===== src/rtl/pic10_ir_queue.sv =====
// pic10_ir_queue: instruction prefetch FIFO feeding the PIC10 IR register.
// Holds up to DEPTH instruction words. The head word is shown on ir_reg_bus.
// When the queue is empty, ir_reg_bus shows NOP_WORD.
// Optional feature macro: PIC10_IRQ_BYPASS_EN. When it is defined, a word
// loaded into an empty queue is forwarded to ir_reg_bus in the same cycle.
module pic10_ir_queue #(
  parameter int               WIDTH    = 12,
  parameter int               DEPTH    = 4,
  parameter logic [WIDTH-1:0] NOP_WORD = '0,
  localparam int              CW       = $clog2(DEPTH + 1)
) (
  input  logic             clk,
  input  logic             reset,
  input  logic             load_ir_reg,
  input  logic [WIDTH-1:0] program_bus,
  input  logic             advance_ir,
  input  logic             flush,
  output logic [WIDTH-1:0] ir_reg_bus,
  output logic             ir_valid,
  output logic             full,
  output logic [CW-1:0]    count,
  output logic             overflow
);

  localparam int            PW      = $clog2(DEPTH);
  localparam logic [CW-1:0] DEPTH_C = CW'(DEPTH);

  logic [WIDTH-1:0] mem [DEPTH];
  logic [PW-1:0]    rd_ptr;
  logic [PW-1:0]    wr_ptr;
  logic             empty;
  logic             pop;
  logic             accept;
  logic             drop;
  logic             bypass_take;

  // Queue control: decide which requests are honoured this cycle.
  // Occupancy flags come from the registered count only.
  always_comb begin
    empty = (count == '0);
    full  = (count == DEPTH_C);
`ifdef PIC10_IRQ_BYPASS_EN
    // A word that is loaded and consumed while the queue is empty never
    // enters storage.
    bypass_take = empty && load_ir_reg && advance_ir && !flush;
`else
    bypass_take = 1'b0;
`endif
    pop    = advance_ir && !empty;
    accept = load_ir_reg && !bypass_take && (!full || pop);
    drop   = load_ir_reg && full && !pop;
  end

  // Head word and valid flag. Storage is masked whenever count is zero.
  always_comb begin
    ir_reg_bus = empty ? NOP_WORD : mem[rd_ptr];
    ir_valid   = !empty;
`ifdef PIC10_IRQ_BYPASS_EN
    if (empty && load_ir_reg && !flush) begin
      ir_reg_bus = program_bus;
      ir_valid   = 1'b1;
    end
`endif
  end

  // Storage write. There is no reset on this array because count gates
  // its visibility.
  always_ff @(posedge clk) begin
    if (!reset && !flush && accept)
      mem[wr_ptr] <= program_bus;
  end

  // Pointers, occupancy count and the sticky overflow flag.
  // The pointers wrap naturally because DEPTH is a power of two.
  always_ff @(posedge clk) begin
    if (reset || flush) begin
      rd_ptr   <= '0;
      wr_ptr   <= '0;
      count    <= '0;
      overflow <= 1'b0;
    end else begin
      if (accept) wr_ptr <= wr_ptr + PW'(1);
      if (pop)    rd_ptr <= rd_ptr + PW'(1);
      case ({accept, pop})
        2'b10:   count <= count + CW'(1);
        2'b01:   count <= count - CW'(1);
        default: count <= count;
      endcase
      if (drop) overflow <= 1'b1;
    end
  end

endmodule


===== config.mk =====
export PLATFORM = sky130hd
export DESIGN_NAME = pic10_ir_queue
export DESIGN_NICKNAME = d
export VERILOG_FILES = /design/src/rtl/pic10_ir_queue.sv
export SDC_FILE = /design/constraint.sdc
export NUM_CORES = 1
export LEC_CHECK = 0
export ABC_CLOCK_PERIOD_IN_PS = 4400
export CAP_MARGIN = 25
export CORE_UTILIZATION = 35
export CTS_BUF_LIST = sky130_fd_sc_hd__clkbuf_16
export DETAILED_ROUTE_END_ITERATION = 6
export GPL_TIMING_DRIVEN = 0
export PLACE_DENSITY_LB_ADDON = 0.05
export SYNTH_ARGS = -nofsm -noshare
export SYNTH_HDL_FRONTEND = slang
export SYNTH_SLANG_ARGS = --single-unit

===== constraint.sdc =====
create_clock -name clk -period 4.4 [get_ports clk]
set_input_delay 0.66 -clock clk [delete_from_list [all_inputs] [get_ports clk]]
set_output_delay 0.66 -clock clk [all_outputs]
set_load 0.02 [all_outputs]

# --- Word-level counts from Yosys, hierarchy flattened ---
# Memories as Yosys holds them, arrays and structs flattened. A register that Yosys moved wholly into a read port is not among the register bits.
# Cells that the tools add are included.
op_classes:
  n_div: 0
  n_eq_ne: 3
  n_bitwise: 0
  shifts: 0
  mul: 0
  n_lt_le_gt_ge: 0
  n_reduce_logical: 15
  muxes: 6
  n_addsub: 4
ops:
  columns: ["operator", "count"]
  rows:
  - ["$mux W12", 1]
  - ["$logic_and A1 B1 Y1", 6]
  - ["$pmux W3 S2", 1]
  - ["$logic_not A1 Y1", 5]
  - ["$add A2 B1 Y2 const B", 2]
  - ["$mux W2", 2]
  - ["$add A3 B1 Y3 const B", 1]
  - ["$eq A3 B3 Y1 const B", 1]
  - ["$logic_not A3 Y1", 1]
  - ["$sub A3 B1 Y3 const B", 1]
  - ["$eq A2 B1 Y1 const B", 1]
  - ["$eq A2 B2 Y1 const B", 1]
  - ["$logic_or A1 B1 Y1", 2]
  - ["$mux W1", 2]
  - ["$reduce_bool A2 Y1", 1]
word_totals:
  out_inout_bits: 18
  latch_bits: 0
  memories: 1
  word_cells: 33
  mem_bits_rw: 48
  regBits: 8
  rom_bits: 0
  input_bits: 17
mem_list:
  columns: ["name", "depth", "word_bits", "read_ports", "rd_ports_with_merged_regs", "wr", "line_no", "text"]
  rows:
  - ["mem", 4, 12, 1, 1, 1, "28", "logic [WIDTH-1:0] mem [DEPTH];"]

# --- Longest topological paths before layout ---
logic_depth:
  depth_word: 8
  ltp_mapped: 9
  depth_no_buf: 7

# --- Least setup slack after synthesis ---
# No wires, ideal clock.
synth_timing:
  path_type: "register to register"
  startpoint: "register count[2]"
  endpoint: "register count[1]"
  arrival_time_ns: 2.117
  required_ns: 4.328
  setup_slack_ns: 2.211
  setup_ns: 0.072
  synth_period_minus_slack_ns: 2.189
  path_buffers: 2
  path_stages_with_launch: 9
  path_cell_list: "dfxtp_1 buf_2 nor3_2 buf_2 inv_1 nand3_1 fa_1 or3_1 mux2i_1"
synth_via:
  elab_chain_cells: 7
  elab_cells_between_ends: 11
  classes_between: "3 x eq/ne; 1 x mux; 7 x reduce/logical"
synth_rtl:
  columns: ["item", "line_no", "text"]
  rows:
  - ["from (decl)", "21", "output logic [CW-1:0] count,"]
  - ["from (signal assigned)", "85", "2'b10: count <= count + CW'(1);"]
  - ["from (signal assigned)", "86", "2'b01: count <= count - CW'(1);"]
  - ["from (signal assigned)", "87", "default: count <= count;"]
  - ["$logic_not A3 Y1 (*)", "40", "empty = (count == '0);"]
  - ["$logic_not A1 Y1 (*)", null, null]
  - ["via ir_valid", "19", "output logic ir_valid,"]
  - ["$logic_and A1 B1 Y1 (*)", "49", "pop = advance_ir && !empty;"]
  - ["$logic_or A1 B1 Y1", "50", "accept = load_ir_reg && !bypass_take && (!full || pop);"]
  - ["$logic_and A1 B1 Y1", "50", null]
  - ["$eq A2 B1 Y1 or $eq A2 B2 Y1 (tied branches)", "84", "case ({accept, pop})"]
  - ["$pmux W3 S2 or $reduce_bool A2 Y1 (tied branches)", null, null]
# The timed path passes the listed nets; every way through them passes the cells marked *.
# A chain may end at the register's enable or synchronous reset.

==> metrics <==
status=finished, final reports clean; RSZ-0062 raised after global routing=no; post-synthesis register bit count=58; final wirelength=between 4 and 5 mm; GPL Wtd Cong=about 0.73; n_diodes=0; wire per inst=roughly 16 µm; H-tree levels=3; sequential share of the synthesized area=approximately 67%; Resize count post-CTS=0; CTS sink cnt=slightly below 60; Crit Path Category=flip-flop to output pin; Hold Path Depth=2; PnR worst setup slack=~1.6 ns; P&R area growth vs syn=29.56%; clock latency on the worst-skew pair=0.31 ns; Global Route Usage Sum=14.03%; Critical Path AT=2.17 ns; post-route ant nets=0; core area=around 6800 µm²; WHS=between 0.5 and 0.6 ns; nets=about 210; Total Power=1.341 mW; first-pass GRT wire length=around 7.2 mm; Clock Tree Buf Depth=2; DR vias/cell=roughly 4.8; top cell type's share of synthesized area=roughly three fifths; clock skew=around 0.0068 ns; CP Data Required Time=about 3.7 ns; vias in the first global route=1,390; area of the die=about 7400 µm²; setup violators final=0; initial DRC count=71; post-synthesis cell type count=34; crit path to=ir_reg_bus[1]; maximum VDD drop=0.2284 mV; Syn Inst Count=approximately 150; leakage=approximately 1.1 nW; Post-synth ARST share=0%; Synth area leaders=edfxtp_1, mux4_2, dfxtp_1, nor2b_1, ha_1; Clk pin slew, worst setup/hold paths=about 0.050 ns; Setup crit end kind=output pin; startpoint class of the critical path=flip-flop; fill count=between 600 and 700; hold_buf cts=0; max-slew violations=0; actual slew at the worst max-slew pin=around 0.7 ns; postcts setup bufs=0; pre-CTS setup slack=between 1.5 and 2 ns; fin crit period=between 2 and 3 ns; Synth Flop Type=edfxtp_1; area leader, netlist=edfxtp_1; initial antenna violation count=0; clock root buffer=clkbuf_16; Max FO, Critical Path=10; worst reg2reg endpoint=count[1]$_SDFFE_PP0P_; fraction of layout cells with a size suffix above 1=approximately a fifth; Ports=35; Pre-antenna DRT Iters=4; DRC Markers=0; Max-Cap Viols=0; total negative slack=0 ns; Fmax=about 350 MHz; Die H=85.75 µm; placed wire-length estimate=approximately 3 mm; CTS tree=yes; initial core utilization=around 36%; post-synth net total=171; count of flip-flops with a built-in enable after synthesis=48; FP Rows=30; Final Hold Vio Count=0; Worst R2R Setup Slack=roughly 2 ns; Pwr Density=~420 nW/µm²; FF-to-FF path depth=8; Slew headroom=53.93%; die width=approximately 86 µm; CTS buffer count=9; multi-input logic area=just over 700 µm²; Synth Cell Area=around 2500 µm²; pin count of the biggest net entering global routing=13; total number of vias=~1,400; Warnings, synthesis=0; port bufs=32; RR Startpoint=count[2]$_SDFFE_PP0P_; grt ovf=0; FF+latch area=1642 µm²; syn_area_per_cell=around 16 µm²; hold crit path type=flip-flop to flip-flop; fin crit share=64.21%
-- registers in the layout (all words and copies together) (netlist names), named ones only --
signal / cells
mem: 48
count: 3
overflow: 1
rd_ptr: 2
wr_ptr: 2
-- metal layers --
layer	up-vias	global-route usage, %	share of wire, %
met5	-	0	0
met4	0	8.788	2.1
met3	8	4.524	4.3
met2	41	23.20	51
met1	705	15.77	42
li1	650	-	-
-- cell type report --
class                           count  share of cell area, %
Tap cell                           96                  3.777
Sequential cell                    58                  51.61
Timing Repair Buffer               32                  10.07
Clock buffer                        9                  7.081
Inverter                            6                 0.7081
Multi-Input combinational cell     76                  22.74
Clock inverter                      7                  1.888
Buffer                              9                  2.124
-- worst max-delay path, cell delays in order, from the launching register on --
cell and delay (ns):
dfxtp_1 0.41, buf_6 0.22, mux4_2 0.53, nor2b_1 0.15
clkdlybuf4s50_1 0.54
-- power by group --
| group | switching [mW] | internal, mW | leakage (nW) |
|---|---|---|---|
| clock | 0.218 | 0.429 | 0.142 |
| sequential | 0.00250 | 0.602 | 0.515 |
| combinational | 0.0459 | 0.0436 | 0.403 |
| total | 0.266 | 1.07 | 1.06 |
-- stage by stage --
step	std cells	area, µm²	utilization (%)
5_1_grt	293	3181	46.81
3_5_place_dp	277	2895	42.62
3_3_place_gp	277	2895	42.62
4_1_cts	293	3181	46.81
6_report	293	3181	46.81
2_1_floorplan	149	2455	-
-- logic make-up (layout without fill, tap and decap cells) --
family / count (synthesis) / count (layout) / synth area share (%)
flip-flops: 58 / 58 / 66.87
AND/OR/NAND/NOR: 42 / 42 / 10.19
multiplexers: 15 / 15 / 12.23
buffers and inverters: 15 / 63 / 3.669
AO/OA/AOI/OAI: 11 / 11 / 3.109
adder cells (fa/ha/maj): 5 / 5 / 2.854
XOR/XNOR: 3 / 3 / 1.071
-- placed cells by master, fill, tap and decap left out, drive strengths merged, types with 6 or more instances in the layout --
cell type	instances
mux4	12
nor2	9
edfxtp	48
clkdlybuf4s50	32
clkbuf	10
nor2b	13
dfxtp	10
buf	8
clkinv	6
inv	6
-- worst min path at each step --
stage | slack [ns] | start | to
finish | 0.51 | rd_ptr[1]$_SDFFE_PP0P_ | rd_ptr[1]$_SDFFE_PP0P_
CTS | 0.52 | overflow$_SDFFE_PP0P_ | overflow$_SDFFE_PP0P_
detailed placement | 0.50 | overflow$_SDFFE_PP0P_ | overflow$_SDFFE_PP0P_
floorplan | 0.47 | rd_ptr[1]$_SDFFE_PP0P_ | flip-flop
global route | 0.55 | wr_ptr[0]$_SDFFE_PP0P_ | wr_ptr[0]$_SDFFE_PP0P_
global placement | 0.46 | overflow$_SDFFE_PP0P_ | overflow$_SDFFE_PP0P_
-- synth_stat cells (3+ instances only) --
library cell and number:
buf_2 3, nand2_1 3, mux4_2 12, a21oi_1 3
ha_1 4, nand3_1 3, nor2b_1 13, buf_6 3
and3_1 4, inv_1 6, dfxtp_1 10, edfxtp_1 48
nor2_1 9, mux2i_1 3
No activity file was read; power rests on OpenSTA's default activity.
